**config.mk**
```make
export PLATFORM = sky130hd
export DESIGN_NAME = minor_engine_arbiter
export DESIGN_NICKNAME = d
export VERILOG_FILES = /design/src/rtl/minor_engine_arbiter.sv
export SDC_FILE = /design/constraint.sdc
export NUM_CORES = 1
export LEC_CHECK = 0
export CORE_UTILIZATION = 45
export CTS_BUF_LIST = sky130_fd_sc_hd__clkbuf_8
export CTS_CLUSTER_SIZE = 14
export DETAILED_ROUTE_END_ITERATION = 10
export PLACE_DENSITY = 0.89
export SYNTH_ARGS = -nofsm -noshare
export SYNTH_HDL_FRONTEND = slang
export SYNTH_SLANG_ARGS = --single-unit
```
**constraint.sdc**
```tcl
create_clock -name clock -period 4.2 [get_ports clock]
set_input_delay 0.84 -clock clock [delete_from_list [all_inputs] [get_ports clock]]
set_output_delay 0.84 -clock clock [all_outputs]
set_load 0.005 [all_outputs]
```
**src/rtl/minor_engine_arbiter.sv**
```systemverilog
// Round-robin arbiter sharing one 2x2 determinant core among three requesters,
// with a watchdog that turns a missing core_done into an error response.
module minor_engine_arbiter #(
  parameter int unsigned DW  = 8,
  parameter int unsigned TMO = 64
) (
  input  logic            clock,
  input  logic            reset,
  input  logic [2:0]      req,
  input  logic [4*DW-1:0] opnd0,
  input  logic [4*DW-1:0] opnd1,
  input  logic [4*DW-1:0] opnd2,
  output logic [2:0]      grant,
  output logic            core_start,
  output logic [DW-1:0]   core_a,
  output logic [DW-1:0]   core_b,
  output logic [DW-1:0]   core_c,
  output logic [DW-1:0]   core_d,
  input  logic            core_done,
  input  logic [2*DW:0]   core_result,
  output logic [2:0]      resp_valid,
  output logic [2*DW:0]   resp_data,
  output logic            resp_err
);

  localparam int unsigned CW = (TMO > 1) ? $clog2(TMO) : 1;
  localparam logic [CW-1:0] CntLast = CW'(TMO - 1);

  typedef enum logic [1:0] {StIdle, StIssue, StWait, StResp} state_e;

  state_e          state_q, state_d;
  logic [1:0]      ptr_q, ptr_d;
  logic [2:0]      grant_q, grant_d;
  logic [4*DW-1:0] opnd_q, opnd_d;
  logic [CW-1:0]   cnt_q, cnt_d;
  logic [2*DW:0]   res_q, res_d;
  logic            err_q, err_d;

  logic            win_found;
  logic [1:0]      win_idx;
  logic [4*DW-1:0] win_opnd;

  function automatic logic [1:0] rr_pos(input logic [1:0] base, input logic [1:0] off);
    logic [2:0] s;
    s = {1'b0, base} + {1'b0, off};
    if (s >= 3'd3) s = s - 3'd3;
    return s[1:0];
  endfunction

  // Walk the search order backwards so the earliest requester in the order wins.
  always_comb begin
    win_found = |req;
    win_idx   = 2'd0;
    for (int k = 2; k >= 0; k--) begin
      if (req[rr_pos(ptr_q, 2'(k))]) win_idx = rr_pos(ptr_q, 2'(k));
    end
  end

  always_comb begin
    case (win_idx)
      2'd0:    win_opnd = opnd0;
      2'd1:    win_opnd = opnd1;
      default: win_opnd = opnd2;
    endcase
  end

  always_comb begin
    state_d = state_q;
    ptr_d   = ptr_q;
    grant_d = grant_q;
    opnd_d  = opnd_q;
    cnt_d   = cnt_q;
    res_d   = res_q;
    err_d   = err_q;
    case (state_q)
      StIdle: begin
        if (win_found) begin
          grant_d = 3'b001 << win_idx;
          opnd_d  = win_opnd;
          ptr_d   = (win_idx == 2'd2) ? 2'd0 : win_idx + 2'd1;
          state_d = StIssue;
        end
      end
      StIssue: begin
        cnt_d   = '0;
        state_d = StWait;
      end
      StWait: begin
        // A completion in the timeout cycle still counts as a good result.
        if (core_done) begin
          res_d   = core_result;
          err_d   = 1'b0;
          state_d = StResp;
        end else if (cnt_q == CntLast) begin
          res_d   = '0;
          err_d   = 1'b1;
          state_d = StResp;
        end else begin
          cnt_d = cnt_q + CW'(1);
        end
      end
      StResp: begin
        grant_d = 3'b000;
        state_d = StIdle;
      end
      default: state_d = StIdle;
    endcase
  end

  always_ff @(posedge clock or negedge reset) begin
    if (!reset) begin
      state_q <= StIdle;
      ptr_q   <= 2'd0;
      grant_q <= 3'b000;
      opnd_q  <= '0;
      cnt_q   <= '0;
      res_q   <= '0;
      err_q   <= 1'b0;
    end else begin
      state_q <= state_d;
      ptr_q   <= ptr_d;
      grant_q <= grant_d;
      opnd_q  <= opnd_d;
      cnt_q   <= cnt_d;
      res_q   <= res_d;
      err_q   <= err_d;
    end
  end

  assign grant      = grant_q;
  assign core_start = (state_q == StIssue);
  assign core_a     = opnd_q[4*DW-1 -: DW];
  assign core_b     = opnd_q[3*DW-1 -: DW];
  assign core_c     = opnd_q[2*DW-1 -: DW];
  assign core_d     = opnd_q[DW-1:0];
  assign resp_valid = (state_q == StResp) ? grant_q : 3'b000;
  assign resp_data  = (state_q == StResp) ? res_q : '0;
  assign resp_err   = (state_q == StResp) & err_q;

endmodule

```
==> results.py, run 1 <==
metrics = {
    "clocking": {
        "numCtsBuffers": 9,
        "postCtsSetupRepairBufs": 0,
        "clk_latency_ns": 0.33,
        "cts_sinks": 63,
        "htreeDepth": 3,
        "cts_hold_buffers": 0,
        "cts_tree": "built",
        "cts-resized-gates": 0,
        "clk_pin_slew_ns": 0.07,
        "clockBufferDepth": 2,
        "cts_root_buffer": "clkbuf_8",
    },
    "synth": {
        "yosysWarnings": 0,
        "syn_area_um2": 3470,
        "ys.flop_type": "dfrtp_1",
        "ys_seq_area_share_pct": 45.4,
        "synth_top_area_cell": "dfrtp_1",
        "async_flop_share_pct": 100,
        "synth_edf_count": 0,
        "netlist.area_leader.share_pct": 45.4,
        "synth-seq-cells": 63,
        "synth_top_cells_by_area": "dfrtp_1 (45%), a221oi_2 (13%), a22o_1 (5.3%), a21oi_1 (5.2%), nand3_1 (5.0%)",
        "syn_inst": 339,
        "synth_cell_type_count": 42,
        "syn_nets": 467,
        "syn_area_per_cell_um2": 10.2,
    },
    "final_layout": {
        "antennaDiodeCount": 0,
        "final_layout_size_suffix_gt1_share_pct": 11.4,
        "final_common_cell": "clkdlybuf4s50_1",
        "area_growth_pct": 55.7,
        "fin_nets": 632,
        "most-common-layout-cells": "clkdlybuf4s50_1 (174), dfrtp_1 (63), a21oi_1 (36), nand3_1 (35), nor2_1 (33)",
        "finalInstanceArea_um2": 5410,
    },
    "route": {
        "wl_um": 11100,
        "highest_layer": "met4",
        "vias": 3478,
        "vias_per_cell": 5.72,
        "drtIter0Drc": 187,
        "met1_length_um": 4600,
        "first_pass_iters": 5,
        "route.met3.wl_um": 901,
        "route.detailed.drc": 0,
        "wire_per_inst_um": 18.2,
        "drtAntennaViolNets": 0,
        "wl_met2_um": 5380,
    },
    "placed_design": {
        "dpl.hpwl_um": 8030,
        "dpl_cell_area_um2": 5240,
        "gp_congestion": 0.855,
        "io_buffers": 175,
    },
    "die": {
        "chipHeight_um": 89.9,
        "rows": 31,
        "pin_count": 176,
        "die_w_um": 89.9,
        "dieArea_um2": 8080,
        "core_area_um2": 7370,
        "start_util_pct": 47.1,
    },
    "sta": {
        "clock_skew_ns": 0.0116,
        "fin_tns_setup_ns": 0,
        "fin_crit_ns": 2.91,
        "final-setup-viol-count": 0,
        "tightest_slew_ns": 0.986,
        "slew_violations": 0,
        "rsz0062_at_grt": "no",
        "min_period_over_period_pct": 69.4,
        "slew_headroom_pct": 34.3,
        "fmax_mhz": 343,
        "hold_violations": 0,
    },
    "worst_setup_path": {
        "critical_path_class": "register to output port",
        "r2r_slack_ns": 1.65,
        "worstRegToRegCells": 8,
        "start_kind": "register",
        "regToRegStartpoint": "ptr_q[0]",
        "crit_path_max_fanout": 23,
        "worstPathArrival_ns": 2.07,
        "worst_setup_path_end_kind": "output port",
        "critPathLaunch": "state_q[0]",
        "crit_required_ns": 3.36,
    },
    "min_path": {
        "hp-class": "register to register",
        "whs_path_depth": 1,
        "worstHoldStart": "res_q[8]",
    },
    "global_routing": {
        "grt_usage_pct": 27.8,
        "grt_max_degree": 41,
        "grt_pass1_vias": 3525,
        "antenna_found_initial": 0,
        "grt_overflow": 0,
        "grt_pass1_wl_um": 17900,
    },
    "pwr": {
        "max-vdd-ir-drop_mv": 0.350,
        "leakagePower_nw": 2.29,
        "p_per_area_nw_per_um2": 631,
    },
    "run_status": {
        "outcome": "finished, final reports clean",
    },
    "flow_run": {
        "drv_cap": 0,
    },
}
-- critical path, stage by stage (launching register included) --
cell and delay, ns:
dfrtp_1 0.40, ha_1 0.60, and2_1 0.23, clkdlybuf4s50_1 0.52
-- state kept, by name, summed over array words and instances (netlist names) --
name and flops:
opnd_q 32, res_q 17, cnt_q 6, grant 3, ptr_q 2, state_q 2, err_q 1
-- cell type report --
| type | instances | area, um2 |
|---|---|---|
| Tap cell | 99 | 124 |
| Timing Repair Buffer | 182 | 1800 |
| Clock buffer | 11 | 151 |
| Multi-Input combinational cell | 238 | 1700 |
| Inverter | 10 | 37.5 |
| Clock inverter | 5 | 25.0 |
| Fill cell | 530 | 1960 |
| Sequential cell | 63 | 1580 |
-- logic make-up (layout without fill, tap and decap cells) --
logic type      count (synthesis)  after routing  synth area share (%)
compound gates                107            107                  28.0
fa+ha+maj                       9              9                  3.24
buf+inv                        38            208                  5.91
flops                          63             63                  45.4
mux                             1              1                 0.288
simple gates                  121            121                  17.2
-- through the flow --
stage | std cells | setup WS [ns] | utilization [%] | power, mW | hold WS [ns]
finish | 608 | 1.29 | 73.4 | 3.41 | 0.501
global route | 608 | 1.17 | 73.4 | 3.64 | 0.513
CTS | 608 | 1.25 | 73.4 | 3.42 | 0.504
detailed placement | 592 | 1.07 | 71.0 | 2.95 | 0.483
global placement | 592 | 1.19 | 71.0 | 2.86 | 0.480
floorplan | 339 | 2.19 | - | 2.14 | 0.465
-- synth_stat cells (3+ instances only) --
master    number
dfrtp_1       63
a21oi_1       36
nand3_1       35
nor2_1        33
a221oi_2      29
and2_1        23
a22o_1        21
nand2_1       12
clkbuf_1      11
inv_1         10
ha_1           9
buf_2          8
nor2b_1        5
buf_4          4
o21ai_0        4
a221oi_1       3
and3_1         3
nor3_1         3
-- report_power, final --
group / internal (mW) / switching, mW
combinational: 0.949 / 0.949
clock: 0.240 / 0.230
sequential: 0.886 / 0.160
total: 2.07 / 1.34
-- routing by layer --
layer / GRT usage (%) / vias to the layer above
met5: 0 / -
met4: 8.87 / 0
met3: 7.53 / 14
met2: 46.1 / 185
met1: 35.5 / 1700
li1: - / 1579
-- path summary, 6_finish.rpt --
path,to
setup / recovery,resp_data[12]
hold / removal,res_q[8]
hold reg to reg,res_q[8]
setup reg to reg,opnd_q[23]
min in group asynchronous,res_q[0]
max in group asynchronous,res_q[16]
Power figures use the tool's default switching activity.
==> run 2, diff against run 1 <==
--- a/config.mk
+++ b/config.mk
@@ -5,11 +5,11 @@
 export SDC_FILE = /design/constraint.sdc
 export NUM_CORES = 1
 export LEC_CHECK = 0
-export CORE_UTILIZATION = 45
+export CORE_UTILIZATION = 37
 export CTS_BUF_LIST = sky130_fd_sc_hd__clkbuf_8
 export CTS_CLUSTER_SIZE = 14
 export DETAILED_ROUTE_END_ITERATION = 10
-export PLACE_DENSITY = 0.89
+export PLACE_DENSITY = 0.78
 export SYNTH_ARGS = -nofsm -noshare
 export SYNTH_HDL_FRONTEND = slang
 export SYNTH_SLANG_ARGS = --single-unit
==> constraint.sdc (replaced) <==
create_clock -name clock -period 2.59 [get_ports clock]
set_input_delay 0.518 -clock clock [delete_from_list [all_inputs] [get_ports clock]]
set_output_delay 0.518 -clock clock [all_outputs]
set_load 0.005 [all_outputs]
==> run 2 against run 1 <==
  * Register-to-register slack lost 1.2 ns
  * Clock skew about the same
  * Final area grew 2.3%
  * Routed wire length shrank 3.6%
  * Critical path depth up 1
  * Via count shrank 1.8%
  * Core utilization shrank 11 points
  * Power rose by 68%
  * Combinational power increased by 68%
  * Die area rose by 21%
  * Clock power increased by 79%
  * Critical path type unchanged
==> results.py, run 2 (synthesis gave the netlist of run 1 again) <==
metrics = {
    "clocking": {
        "cts_tree": "built",
        "numCtsBuffers": 9,
        "htreeDepth": 3,
        "clk_latency_ns": 0.34,
        "cts_root_buffer": "clkbuf_8",
        "clockBufferDepth": 2,
        "cts-resized-gates": 0,
        "cts_hold_buffers": 0,
        "clk_pin_slew_ns": 0.07,
        "cts_sinks": 63,
        "postCtsSetupRepairBufs": 0,
    },
    "final_layout": {
        "fin_cells": 624,
        "largest-register": "opnd_q",
        "largest_reg_flops": 32,
        "antennaDiodeCount": 0,
        "finalInstanceArea_um2": 5540,
        "final_common_cell": "clkdlybuf4s50_1",
        "most-common-layout-cells": "clkdlybuf4s50_1 (174), dfrtp_1 (63), a21oi_1 (36), nand3_1 (35), nor2_1 (33)",
        "area_growth_pct": 59.4,
        "num-fill-cells": 722,
        "fin_nets": 639,
        "seq_area_um2": 1580,
        "fin_util_pct": 62.3,
        "final_layout_size_suffix_gt1_share_pct": 12.8,
        "multi_input_area_um2": 1700,
        "reg_top3": "opnd_q x32, res_q x17, cnt_q x6",
    },
    "die": {
        "chipHeight_um": 98.9,
        "start_util_pct": 39.1,
        "die_w_um": 98.9,
        "core_area_um2": 8890,
        "dieArea_um2": 9780,
        "rows": 34,
        "pin_count": 176,
    },
    "flow_run": {
        "drv_cap": 0,
    },
    "route": {
        "vias": 3415,
        "wl_um": 10700,
        "wire_per_inst_um": 17.1,
        "drtAntennaViolNets": 0,
        "route.detailed.drc": 0,
        "drtIter0Drc": 131,
        "vias_per_cell": 5.47,
        "first_pass_iters": 6,
    },
    "global_routing": {
        "antenna_found_initial": 0,
        "grt_usage_pct": 22.3,
        "grt_pass1_vias": 3510,
        "grt_pass1_wl_um": 17100,
        "grt_overflow": 0,
        "grt_max_degree": 38,
    },
    "sta": {
        "fin_tns_setup_ns": 0,
        "fin_crit_ns": 2.35,
        "min_period_over_period_pct": 90.6,
        "setup_ws_ns": 0.244,
        "clock_skew_ns": 0.0113,
        "rsz0062_at_grt": "no",
        "tightest_slew_ns": 0.693,
        "hold_violations": 0,
        "final-setup-viol-count": 0,
        "slew_headroom_pct": 53.8,
        "fmax_mhz": 426,
        "hold_ws_ns": 0.204,
        "slew_violations": 0,
    },
    "pwr": {
        "max-vdd-ir-drop_mv": 0.482,
        "p_total_mw": 5.72,
        "power.internal_mw": 3.52,
        "seqPwrFrac_pct": 29.5,
        "p_per_area_nw_per_um2": 1030,
        "switching_share_pct": 38.5,
        "pwr-share-clk_pct": 14.6,
        "share_comb_of_total_power_pct": 55.9,
        "switching_power_mw": 2.21,
        "leakagePower_nw": 2.34,
    },
    "run_status": {
        "outcome": "finished, final reports clean",
    },
    "placed_design": {
        "dp_cells": 608,
        "pre_cts_slack_ns": 0.227,
        "dpl.hpwl_um": 7670,
        "gp_congestion": 0.831,
        "io_buffers": 175,
        "dpl_cell_area_um2": 5350,
    },
    "worst_setup_path": {
        "worstPathArrival_ns": 1.83,
        "regToRegStartpoint": "ptr_q[0]",
        "r2r_slack_ns": 0.41,
        "worstRegToRegCells": 8,
        "crit_required_ns": 2.07,
        "crit_path_max_fanout": 23,
        "worst_setup_path_end_kind": "output port",
        "worst_r2r_endpoint": "opnd_q[12]",
        "start_kind": "register",
        "critical_path_class": "register to output port",
    },
    "min_path": {
        "hp-class": "input port to asynchronous set/reset pin",
    },
}
run 2: worst max-delay path by stage:
stage                           from       endpoint  depth (start not counted)  slack, ns
after floorplan             ptr_q[0]     opnd_q[12]                          9       0.60
after global placement        req[0]     opnd_q[23]                          7       0.27
after detailed placement      req[0]     opnd_q[12]                          7       0.23
after CTS                 state_q[0]  resp_valid[1]                          4       0.23
after global routing      state_q[0]  resp_valid[0]                          4       0.12
final                     state_q[0]  resp_valid[0]                          4       0.24
run 2: area by class of cell:
type,count,area share (%)
Clock buffer,9,2.24
Clock inverter,7,1.17
Multi-Input combinational cell,238,30.7
Timing Repair Buffer,189,34.3
Tap cell,108,2.44
Sequential cell,63,28.5
Inverter,10,0.678
run 2: power by group through the flow:
stage,Combinational [mW],Clock (mW),Sequential [mW]
2_1_floorplan,1.79,0,1.68
3_3_place_gp,3.11,0,1.69
3_5_place_dp,3.20,0,1.70
4_1_cts,3.22,0.861,1.69
5_1_grt,3.49,0.907,1.74
6_report,3.20,0.839,1.69
run 2: critical path, cell delays in order, from the launching register on:
cell and delay (ns):
dfrtp_1 0.42, ha_1 0.17, buf_4 0.22, and2_1 0.16, clkdlybuf4s50_1 0.53
run 2: layer usage:
layer,GRT usage [%],wire length [um],share of wire (%),up-vias
met5,0,0,0,-
met3,5.89,773,7.2,18
met2,37.0,5070,48,142
met4,10.2,239,2.2,0
li1,-,-,-,1594
met1,27.1,4580,43,1661
